**src/rtl/sdram_arbiter.sv**
```systemverilog
// ----------------------------------------------------------------------------
// sdram_arbiter
//   Multi-port front end for a single-outstanding SDRAM controller. Each port
//   raises a read (p_rd) or a write (nonzero byte enables on p_wr). One winner
//   is chosen in IDLE and its request is registered onto m_*. The request is
//   held until the controller takes it (m_rdy). The completion pulse is then
//   routed back to the owning port.
//
//   Arbitration is round-robin. The search starts at ptr, and after a grant
//   to port k the pointer moves to k+1.
//
//   Optional feature macro: SDRAM_ARB_PRIORITY_EN
//     defined   -> port 0 wins whenever it requests in IDLE and does not move
//                  the pointer. Ports 1..NUM_PORTS-1 round-robin among
//                  themselves.
//     undefined -> pure round-robin over all ports.
//
// Ports
//   clk, rst                 clock, synchronous active-high reset
//   p_rd[NUM_PORTS]          per-port read request (held until p_gnt)
//   p_wr[NUM_PORTS*BE_W]     per-port write byte enables (nonzero = write)
//   p_addr, p_wdata          per-port address / write data (flattened)
//   p_gnt                    one-cycle pulse: request captured
//   p_rvalid, p_wvalid       one-cycle completion pulses to the owner
//   p_rdata                  read data, valid with p_rvalid, else 0
//   m_rdy                    controller accepts m_* when high
//   m_rd, m_wr, m_addr, m_wdata  registered request to the controller
//   m_rvalid, m_wvalid, m_rdata  controller completion
// ----------------------------------------------------------------------------
module sdram_arbiter #(
    parameter int NUM_PORTS = 4,
    parameter int DATA_W    = 16,
    parameter int ADDR_W    = 24
) (
    input  logic                            clk,
    input  logic                            rst,
    input  logic [NUM_PORTS-1:0]            p_rd,
    input  logic [NUM_PORTS*(DATA_W/8)-1:0] p_wr,
    input  logic [NUM_PORTS*ADDR_W-1:0]     p_addr,
    input  logic [NUM_PORTS*DATA_W-1:0]     p_wdata,
    output logic [NUM_PORTS-1:0]            p_gnt,
    output logic [NUM_PORTS-1:0]            p_rvalid,
    output logic [NUM_PORTS-1:0]            p_wvalid,
    output logic [DATA_W-1:0]               p_rdata,
    input  logic                            m_rdy,
    output logic                            m_rd,
    output logic [(DATA_W/8)-1:0]           m_wr,
    output logic [ADDR_W-1:0]               m_addr,
    output logic [DATA_W-1:0]               m_wdata,
    input  logic                            m_rvalid,
    input  logic                            m_wvalid,
    input  logic [DATA_W-1:0]               m_rdata
);

    localparam int BE_W = DATA_W / 8;
    localparam int PW   = (NUM_PORTS > 1) ? $clog2(NUM_PORTS) : 1;

    typedef enum logic [1:0] {
        IDLE  = 2'd0,
        ISSUE = 2'd1,
        WAIT  = 2'd2
    } state_t;

    state_t state, state_nxt;

    logic [PW-1:0] ptr;
    logic [PW-1:0] owner;
    logic          own_rd;     // direction of the outstanding transaction

    // ------------------------------------------------------------------
    // Request decode
    // ------------------------------------------------------------------
    logic [NUM_PORTS-1:0] req;
    logic [NUM_PORTS-1:0] cand;     // ports taking part in round-robin
    logic                 pri0;     // port 0 overrides round-robin

    for (genvar k = 0; k < NUM_PORTS; k++) begin : g_req
        assign req[k] = p_rd[k] | (|p_wr[k*BE_W +: BE_W]);
    end

`ifdef SDRAM_ARB_PRIORITY_EN
    assign pri0 = req[0];
    assign cand = {req[NUM_PORTS-1:1], 1'b0};
`else
    assign pri0 = 1'b0;
    assign cand = req;
`endif

    // ------------------------------------------------------------------
    // Round-robin search
    //   The lowest requesting index at or above ptr wins. If there is
    //   none, the lowest requesting index below ptr wins (the wrap).
    //   Scanning downward lets the last hit be the lowest index.
    // ------------------------------------------------------------------
    logic          hi_found, lo_found;
    logic [PW-1:0] hi_idx, lo_idx;
    logic          any;
    logic [PW-1:0] win;
    logic [PW-1:0] ptr_nxt;

    always_comb begin
        hi_found = 1'b0;
        lo_found = 1'b0;
        hi_idx   = '0;
        lo_idx   = '0;
        for (int k = NUM_PORTS - 1; k >= 0; k--) begin
            if (cand[k]) begin
                if (PW'(k) >= ptr) begin
                    hi_found = 1'b1;
                    hi_idx   = PW'(k);
                end else begin
                    lo_found = 1'b1;
                    lo_idx   = PW'(k);
                end
            end
        end
    end

    always_comb begin
        any = pri0 | hi_found | lo_found;
        win = '0;
        if (pri0)
            win = '0;
        else if (hi_found)
            win = hi_idx;
        else if (lo_found)
            win = lo_idx;
        ptr_nxt = (win == PW'(NUM_PORTS - 1)) ? '0 : win + 1'b1;
    end

    // Winner's request fields
    logic                 sel_rd;
    logic [BE_W-1:0]      sel_wr;
    logic [ADDR_W-1:0]    sel_addr;
    logic [DATA_W-1:0]    sel_wdata;
    logic [NUM_PORTS-1:0] win_vec;

    always_comb begin
        sel_rd    = 1'b0;
        sel_wr    = '0;
        sel_addr  = '0;
        sel_wdata = '0;
        win_vec   = '0;
        for (int k = 0; k < NUM_PORTS; k++) begin
            if (win == PW'(k)) begin
                sel_rd     = p_rd[k];
                sel_wr     = p_wr[k*BE_W +: BE_W];
                sel_addr   = p_addr[k*ADDR_W +: ADDR_W];
                sel_wdata  = p_wdata[k*DATA_W +: DATA_W];
                win_vec[k] = 1'b1;
            end
        end
    end

    // ------------------------------------------------------------------
    // Completion matching. Only the pulse that agrees with the recorded
    // direction finishes the transaction. Pulses seen outside WAIT are
    // dropped.
    // ------------------------------------------------------------------
    logic done_rd, done_wr;

    assign done_rd = (state == WAIT) &&  own_rd && m_rvalid && !rst;
    assign done_wr = (state == WAIT) && !own_rd && m_wvalid && !rst;

    // ------------------------------------------------------------------
    // FSM
    // ------------------------------------------------------------------
    always_ff @(posedge clk) begin
        if (rst)
            state <= IDLE;
        else
            state <= state_nxt;
    end

    always_comb begin
        state_nxt = state;
        case (state)
            IDLE:    if (any)               state_nxt = ISSUE;
            ISSUE:   if (m_rdy)             state_nxt = WAIT;
            WAIT:    if (done_rd | done_wr) state_nxt = IDLE;
            default:                        state_nxt = IDLE;
        endcase
    end

    // ------------------------------------------------------------------
    // Request register, owner tracking, grant pulse
    // ------------------------------------------------------------------
    always_ff @(posedge clk) begin
        if (rst) begin
            ptr     <= '0;
            owner   <= '0;
            own_rd  <= 1'b0;
            p_gnt   <= '0;
            m_rd    <= 1'b0;
            m_wr    <= '0;
            m_addr  <= '0;
            m_wdata <= '0;
        end else begin
            p_gnt <= '0;
            case (state)
                IDLE: begin
                    if (any) begin
                        owner   <= win;
                        own_rd  <= sel_rd;
                        p_gnt   <= win_vec;
                        m_rd    <= sel_rd;
                        // A read takes precedence, so its write enables are
                        // not forwarded.
                        m_wr    <= sel_rd ? '0 : sel_wr;
                        m_addr  <= sel_addr;
                        m_wdata <= sel_wdata;
                        if (!pri0)
                            ptr <= ptr_nxt;
                    end
                end
                ISSUE: begin
                    // Clear the whole request once it is taken, so m_* reads
                    // as 0 whenever nothing is pending.
                    if (m_rdy) begin
                        m_rd    <= 1'b0;
                        m_wr    <= '0;
                        m_addr  <= '0;
                        m_wdata <= '0;
                    end
                end
                default: ;
            endcase
        end
    end

    // ------------------------------------------------------------------
    // Completion routing
    // ------------------------------------------------------------------
    logic [NUM_PORTS-1:0] own_vec;

    always_comb begin
        own_vec = '0;
        for (int k = 0; k < NUM_PORTS; k++)
            own_vec[k] = (owner == PW'(k));
    end

    assign p_rvalid = done_rd ? own_vec : '0;
    assign p_wvalid = done_wr ? own_vec : '0;
    assign p_rdata  = done_rd ? m_rdata : '0;

endmodule

```
**config.mk**
```make
export PLATFORM = sky130hd
export DESIGN_NAME = sdram_arbiter
export DESIGN_NICKNAME = d
export VERILOG_FILES = /design/src/rtl/sdram_arbiter.sv
export SDC_FILE = /design/constraint.sdc
export NUM_CORES = 1
export LEC_CHECK = 0
export ABC_AREA = 1
export BUFFER_PORTS_ARGS = -buffer_cell sky130_fd_sc_hd__buf_2
export CAP_MARGIN = 10
export CORE_MARGIN = 8
export CORE_UTILIZATION = 35
export CTS_CLUSTER_DIAMETER = 80
export DETAILED_ROUTE_END_ITERATION = 7
export PLACE_DENSITY = 0.69
export SYNTH_ARGS = -nofsm -noshare
export SYNTH_HDL_FRONTEND = slang
export SYNTH_SLANG_ARGS = --single-unit
```
**constraint.sdc**
```tcl
create_clock -name clk -period 3.2 [get_ports clk]
set_clock_uncertainty 0.2 [all_clocks]
set_input_delay 0.64 -clock clk [delete_from_list [all_inputs] [get_ports clk]]
set_output_delay 0.64 -clock clk [all_outputs]
set_load 0.005 [all_outputs]
```
======== Yosys cells after proc, flatten, opt, wreduce, memory -nomap -nowiden ========
Cells that the tools add are included.
Widths: inputs -> output; s select.
cells by class
  eq/ne operators ......................... 11
  multiply operators ...................... 0
  order comparisons ....................... 4
  multiplexer cells ....................... 75
  div/mod/pow operators ................... 0
  shift operators ......................... 0
  $add $sub $neg .......................... 1
  bitwise gates (word level) .............. 8
  reductions and logical operators ........ 20
operators with widths
  kind                 number
  $mux 24              6
  $mux 16              7
  $mux 2               29
  $pmux 24 s2          1
  $pmux 16 s2          1
  $mux 1               26
  $eq 2x2->1 const B   5
  $mux 4               2
  $reduce_or 2->1      4
  $eq 2x1->1 const B   3
  $logic_and 1x1->1    6
  $logic_not 2->1      3
  $or 1x1->1           6
  $pmux 2 s3           1
  $reduce_and 3->1     2
  $ge 1x2->1 const A   2
  $ge 2x2->1 const A   2
  $ne 2x2->1 const B   2
  $pmux 2 s2           1
  $reduce_or 3->1      1
  $add 2x1->2 const B  1
  $logic_not 1->1      2
  $ne 2x1->1 const B   1
  $not 1->1            2
  3 further kinds      3
word-level totals
  ROM bits ................................ 0
  word-level logic and storage cells ...... 128
  bits in writable memories ............... 0
  input bits .............................. 193
  bits in latches ......................... 0
  memories ................................ 0
  flip-flop bits (word level) ............. 54

======== Depth between registers and ports, before layout ========
Gate-level depths: netlist of the first run.
  word-level depth ........................ 19
  depth in mapped cells ................... 18

======== Worst setup path before layout of the first run ========
No wires, ideal clock.
  path kind ............................... input to register
  from .................................... input p_wr[5]
  to ...................................... register m_wdata[2]
  arrival time ............................ 2.616 ns
  cell stages on the path ................. 18
  setup slack ............................. 0.320 ns
  data required time ...................... 2.936 ns
  buffers on the path ..................... 2
  cell sequence ........................... nor2_1 > nand2_1 > nand2_1 > nand2_1 > a21oi_1 > o211ai_1 > nand2_1 > inv_1 > ha_1 > clkbuf_1 > nor2_2 > buf_2 > a22oi_1 > nand2_1 > o21ai_0 > a21oi_1 > a21oi_1 > nor2_1
on the way
  longest elaborated chain between the ends .. 16
  elaborated cells between the ends (all ways) .. 37
ends and longest elaborated chain
  element                           line  RTL
  start: declaration                38    input logic [NUM_PORTS*(DATA_W/8)-1:0] p_wr,
  $reduce_or 2->1 *                 78    assign req[k] = p_rd[k] | (|p_wr[k*BE_W +: BE_W]);
  $or 1x1->1 *                      78
  $mux 2 or $mux 1 (tied branches)  107   if (cand[k]) begin
  $mux 2 or $mux 1 (tied branches)  108   if (PW'(k) >= ptr) begin
  $mux 2 or $mux 1 (tied branches)  107
  $mux 2 or $mux 1 (tied branches)  108
  $mux 2 or $mux 1 (tied branches)  107
  $mux 2                            126   else if (lo_found)
  $mux 2 *                          124   else if (hi_found)
  net win[0]                        98    logic [PW-1:0] win;
  $logic_not 2->1                   145   if (win == PW'(k)) begin
  $mux 16 (3 in a row)              145
  $mux 16 *                         145
  $mux 16 *                         202   if (any) begin
  $pmux 16 s2 *                     200   case (state)
  end signal: assignment            211   m_wdata <= sel_wdata;
  end: declaration                  49    output logic [DATA_W-1:0] m_wdata,
The timed path passes the listed nets; every way through them passes the cells marked *. The select of a mux whose other input is x is not followed.
A chain may end at the register's enable or synchronous reset.

======== Worst setup path after layout of the first run ========
  from .................................... input p_wr[5]
  to ...................................... register m_addr[18]
on the way
  longest elaborated chain between the ends .. 16
  elaborated cells between the ends (all ways) .. 37
ends and longest elaborated chain
  element                           line  RTL
  $reduce_or 2->1 *                 78
  $or 1x1->1 *                      78
  $mux 2 or $mux 1 (tied branches)  107
  $mux 2 or $mux 1 (tied branches)  108
  $mux 2 or $mux 1 (tied branches)  107
  $mux 2 or $mux 1 (tied branches)  108
  $mux 2 or $mux 1 (tied branches)  107
  $mux 2                            126
  $mux 2 *                          124
  net win[0]                        98
  $logic_not 2->1                   145
  $mux 24 (3 in a row)              145
  $mux 24 *                         145
  $mux 24 *                         202
  $pmux 24 s2 *                     200
  end signal: assignment            210   m_addr <= sel_addr;
  end: declaration                  48    output logic [ADDR_W-1:0] m_addr,
Marks and branches as above.

==> metrics.txt, run 1 <==
status=complete, no violations; Pwr per Cell Area=577.8 nW/µm²; syn avg cell area=5.986 µm²; mapped cell area=3945 µm²; Flop pwr share=0.277; CP peak stage delay=0.26 ns; Sw Share=0.4112; TNS Setup=0 ns; sequential fraction of the synthesis area=0.2740; EDFF count, synth=0; crit end category=flip-flop; number of buffers created by CTS=5; fraction of layout cells with a size suffix above 1=0.3363; Worst Path Required=3.18 ns; Worst Path Max Fanout=27; Critical Path Most Common Cell=nand2_1; max cap viols=0; GR peak layer=met2; Adder-Cell Fraction of Synth Area=0.01269; clock sink count=54; crit path kind=input pin to flip-flop; post-CTS sizing=0; Post-synth ARST share=0; Logic pwr share=0.532; Core Util, Final=0.5106; Vias=5198; number of buffers and inverters on the critical path=3; met2 global-route usage=0.3591; GRT Total Usage=0.2080; main combinational cell family by area after synthesis=compound AO/OA/AOI/OAI gates; Reg2Reg Depth=15; CTS Buffer Depth=2; die area=14920 µm²; Post-CTS Setup Repair Bufs=0; leak pwr=3.063 nW; Relative slew margins=0.5225; aggregate global routing overflow=0; Core ar.=10940 µm²; fin nets=1088; post-route minimum period=2.856 ns; stages on the worst setup path=17; Die H=122.2 µm; final hold vios=0; DRT iter0 DRCs=299; Critical Path Slowest Stage Cell=a22oi_1; Rows=38; worst-skew pair later-pin latency=0.29 ns; Netlist cell types=27; CP delay by family, top=compound AO/OA/AOI/OAI gates; met1 usage=0.2406; syn nets=856; internal power=1.900 mW; Startpoint Class=input pin; maximum clock rate=350.1 MHz; prevailing post-synth register cell=dfxtp_1; RR Endpoint=m_addr[18]; layout overhead on the synthesized area=41.55%; Final setup viols=0; hold-fix buffers at CTS=0; sw power=1.327 mW; Critical Path AT=2.84 ns; #FFs+latches synth=54; Worst-path clk slew=0.07 ns; crit path launch=p_wr[5]; wire length per cell=15.68 µm; via/cell ratio=5.027; H-tree depth=2; TritonCTS clock tree=built; post-synth top area cell=dfxtp_1; slew of the pin with the lowest slew margin=0.7162 ns; Final period util=0.8925; I/O pin total=264; reg-to-reg slack, setup=0.47 ns; Detailed Route WL=16.21 mm; DRC violations left=0; vias in the first global route=5049; Port Buffers=263; Syn. warnings=0; pre-CTS setup slack=0.05048 ns; CP endpoint=m_addr[18]; die width=122.2 µm; Initial Utilization=0.3608; most frequent cell after synthesis=nand2_1; xor/xnor share of the synthesized area=0; CP cell instances=buf_2 > nor2_1 > nand2_1 > nand2_1 > nand2_1 > a21oi_1 > o211ai_1 > nand2_1 > inv_1 > ha_2 > buf_4 > a22oi_1 > nand2_1 > o21ai_0 > a21oi_1 > a21oi_1 > nor2_1; DP HPWL=12.28 mm; Synth Area in Simple Gates=0.2648; post-synthesis mux area share=0; Hold WC Path Type=flip-flop to flip-flop; Placer Congestion=0.9775; top area cells in the synthesized netlist=dfxtp_1, a21oi_1, o21ai_0; fin. max-slew vios=0; largest net degree at the start of global routing=85; Synth Area in Compound Gates=0.3111; Cells after Synth=659; final setup margin=0.3440 ns; Synth top cells by count=nand2_1, a21oi_1, o21ai_0; drt pass-1 iters=5; clock power share=0.192; RSZ-0062 raised after global routing=false; met3 Resource Use GR=0.06756; initial antenna violation count=3; root cell of the clock tree=clkbuf_16; maximum vdd ir drop=0.2979 mV; Final ANT Viol Nets=0; first-pass GRT wire length=25.23 mm; R2R Path Start=ptr[1]; Synth top area share=0.2740
[layout make-up]
| class | instances | area (µm²) |
|---|---|---|
| Antenna cell | 2 | 5.005 |
| Clock buffer | 5 | 125.1 |
| Clock inverter | 3 | 40.04 |
| Fill cell | 1202 | 5351 |
| Inverter | 75 | 284.0 |
| Multi-Input combinational cell | 475 | 2342 |
| Sequential cell | 54 | 1081 |
| Tap cell | 140 | 175.2 |
| Timing Repair Buffer | 280 | 1531 |
[routing by layer]
layer / part of all wire / wire (µm)
met2: 0.47 / 7576
met3: 0.11 / 1703
met4: 0.016 / 267
met1: 0.41 / 6653
met5: 0.00074 / 12
[sequential cells by signal, indices dropped and copies added (netlist names)]
register and count:
m_addr 24, m_wdata 16, p_gnt 4, m_wr 2
owner 2, ptr 2, state 2, m_rd 1
own_rd 1
[power by group through the flow]
| stage | logic (mW) | registers, mW | clock network (mW) |
|---|---|---|---|
| 3_3_place_gp | 1.71 | 0.904 | 0 |
| 4_1_cts | 1.73 | 0.893 | 0.633 |
| 5_1_grt | 1.97 | 0.911 | 0.657 |
| 2_1_floorplan | 1.10 | 0.915 | 0 |
| 6_report | 1.72 | 0.893 | 0.618 |
| 3_5_place_dp | 1.72 | 0.907 | 0 |
[cells in the final DEF, fill, tap and decap left out, types with 10 or more instances in the layout]
cell type,Yosys,routed
a21oi_1,92,92
a22oi_1,42,42
buf_2,5,263
buf_4,7,10
dfxtp_1,54,54
inv_1,73,72
nand2_1,100,100
nand3_1,50,49
nor2_1,81,81
nor3_1,10,10
o21ai_0,85,85
[kinds of logic (layout without fill, tap and decap cells)]
kind of cell,Yosys count,after routing
adder cells (fa/ha/maj),4,4
other,0,2
AND/OR/NAND/NOR,249,249
buffers and inverters,130,363
AO/OA/AOI/OAI,222,222
flip-flops,54,54
[worst register-to-register path, stage by stage (launching register included)]
cell and delay [ns]:
dfxtp_1 0.42, nand2_1 0.12, nand2_1 0.08, nand2_1 0.06, a21oi_1 0.19, o211ai_1 0.13
nand2_1 0.13, inv_1 0.10, ha_2 0.23, buf_4 0.25, a22oi_1 0.27, nand2_1 0.07
o21ai_0 0.10, a21oi_1 0.09, a21oi_1 0.12, nor2_1 0.07
[worst min-delay path by stage]
stage	startpoint	to	slack (ns)	cells past startpoint
final	m_rd	m_rd	0.29	2
after global routing	m_rd	m_rd	0.32	2
after floorplan	own_rd	own_rd	0.25	2
after global placement	m_rd	m_rd	0.27	2
after detailed placement	m_rd	m_rd	0.27	2
after CTS	m_rd	m_rd	0.28	2
[metrics by stage]
step	instances	area, µm²	power [mW]	hold WS [ns]
2_1_floorplan	659	3945	2.020	0.2473
3_3_place_gp	1024	5414	2.614	0.2696
3_5_place_dp	1024	5414	2.626	0.2736
4_1_cts	1032	5579	3.253	0.2824
5_1_grt	1034	5584	3.541	0.3237
6_report	1034	5584	3.227	0.2854
(Power assumes the default switching activity.)
==> run 2: changes to the inputs <==
--- a/config.mk
+++ b/config.mk
@@ -9,10 +9,10 @@
 export BUFFER_PORTS_ARGS = -buffer_cell sky130_fd_sc_hd__buf_2
 export CAP_MARGIN = 10
 export CORE_MARGIN = 8
-export CORE_UTILIZATION = 35
+export CORE_UTILIZATION = 43
 export CTS_CLUSTER_DIAMETER = 80
 export DETAILED_ROUTE_END_ITERATION = 7
-export PLACE_DENSITY = 0.69
+export PLACE_DENSITY = 0.82
 export SYNTH_ARGS = -nofsm -noshare
 export SYNTH_HDL_FRONTEND = slang
 export SYNTH_SLANG_ARGS = --single-unit
==> run 2 against run 1 <==
  * Combinational power down 2%
  * Sequential share of layout area up 0.46 points
  * Flip-flop and latch count unchanged
  * Routed wire length down 4.0%
  * Final cell count down 3.2%
  * Utilization up 9.1 points
  * Largest power group unchanged
==> metrics.txt, run 2 (synthesis results as in run 1) <==
status=complete, no violations; Largest Register=m_addr; die width=111.8 µm; layout overhead on the synthesized area=38.25%; worst-skew pair later-pin latency=0.30 ns; max cap viols=0; initial antenna violation count=4; register area=1081 µm²; DP HPWL=11.91 mm; RSZ-0062 raised after global routing=false; post-CTS sizing=0; vias in the first global route=4941; root cell of the clock tree=clkbuf_8; Initial Utilization=0.4352; DRT iter0 DRCs=319; hold-fix buffers at CTS=0; GRT Total Usage=0.2377; fin nets=1085; TritonCTS clock tree=built; multi-input logic area=2342 µm²; maximum vdd ir drop=0.2655 mV; filler cell count=915; max reg flops=24; die area=12500 µm²; Final ANT Viol Nets=0; final hold vios=0; Rows=35; aggregate global routing overflow=0; commonest non-fill, non-tap cell in the layout=buf_2; maximum clock rate=354.3 MHz; fraction of layout cells with a size suffix above 1=0.3341; fin. max-slew vios=0; Vias=5243; first-pass GRT wire length=24.58 mm; Post-DP Area=5343 µm²; Worst-path clk slew=0.11 ns; Top Registers=m_addr: 24 flops, m_wdata: 16 flops, p_gnt: 4 flops; Relative slew margins=0.3717; Port Buffers=263; Detailed Route WL=15.57 mm; post-route minimum period=2.822 ns; Pwr per Cell Area=557.8 nW/µm²; Hold WC Path Type=flip-flop to flip-flop; TNS Setup=0 ns; drt pass-1 iters=6; DRC violations left=0; Worst Path Max Fanout=15; I/O pin total=264; Worst Path Required=3.26 ns; Startpoint Class=input pin; leak pwr=3.013 nW; Post-CTS Setup Repair Bufs=0; most frequent cells in the layout=buf_2, nand2_1, a21oi_1; CTS Buffer Depth=2; Final period util=0.8820; post-route cell area=5454 µm²; clock sink count=54; Final setup viols=0; Core ar.=9065 µm²; wire length per cell=15.56 µm; crit end category=flip-flop; via/cell ratio=5.238; Critical Path AT=2.88 ns; largest net degree at the start of global routing=87; slew of the pin with the lowest slew margin=0.9425 ns; H-tree depth=2; Die H=111.8 µm; crit path kind=input pin to flip-flop; Placer Congestion=0.8659; number of buffers created by CTS=5
-- run 2: cell types whose count changed in the layout (fill, tap and decap cells not counted), sizes merged --
cell,previous run,this run
buf,280,277
clkinv,2,3
inv,75,74
diode,2,1
-- run 2: worst max-delay path, stage by stage --
cell and delay [ns]:
buf_2 0.11, nor2_1 0.13, nand2_1 0.09, nand2_1 0.06, nand2_1 0.06, a21oi_1 0.19
o211ai_1 0.12, nand2_1 0.12, inv_1 0.09, ha_2 0.27, nor2_4 0.18, buf_4 0.25
a22oi_1 0.09, nand2_1 0.06, o21ai_0 0.07, a21oi_1 0.15, a21oi_1 0.07, nor2_1 0.13
-- run 2: power breakdown --
part	internal, mW	switching (mW)	leakage (nW)	total, mW
Combinational	0.710	0.971	2.51	1.68
Sequential	0.816	0.0781	0.447	0.894
Clock	0.231	0.236	0.0579	0.467
-- run 2: area by class of cell --
cell class	instances	area share
diodes	1	0.0004588
well taps	111	0.02546
inverters	75	0.05208
clock buffers	5	0.01262
repair buffers	277	0.2744
clock inverters	3	0.007341
flip-flops and latches	54	0.1982
multi-input cells	475	0.4295
-- run 2: routing by layer --
metal	GRT usage	share of wire	vias to the layer above
li1	-	-	2648
met1	0.2630	0.39	2308
met2	0.4047	0.47	251
met3	0.09578	0.11	30
met4	0.08022	0.025	6
met5	0	0.0025	-
-- run 2: worst paths after layout --
path            from    endpoint  slack [ns]  cells past startpoint
max reg2reg   ptr[1]  m_wdata[3]        0.48                     16
max          p_wr[5]  m_wdata[3]        0.38                     18
min           own_rd      own_rd        0.30                      2
min reg2reg   own_rd      own_rd        0.30                      2
-- run 2: through the flow --
step | power (mW) | instances | util | hold slack [ns] | worst slack (ns)
5_1_grt | 3.343 | 1001 | 0.6017 | 0.3229 | 0.06508
4_1_cts | 3.059 | 1000 | 0.6014 | 0.2969 | 0.3903
3_3_place_gp | 2.570 | 992 | 0.5894 | 0.2708 | 0.1468
3_5_place_dp | 2.592 | 992 | 0.5894 | 0.2826 | 0.07439
6_report | 3.042 | 1001 | 0.6017 | 0.2967 | 0.3777
2_1_floorplan | 2.020 | 659 | - | 0.2473 | 0.3201
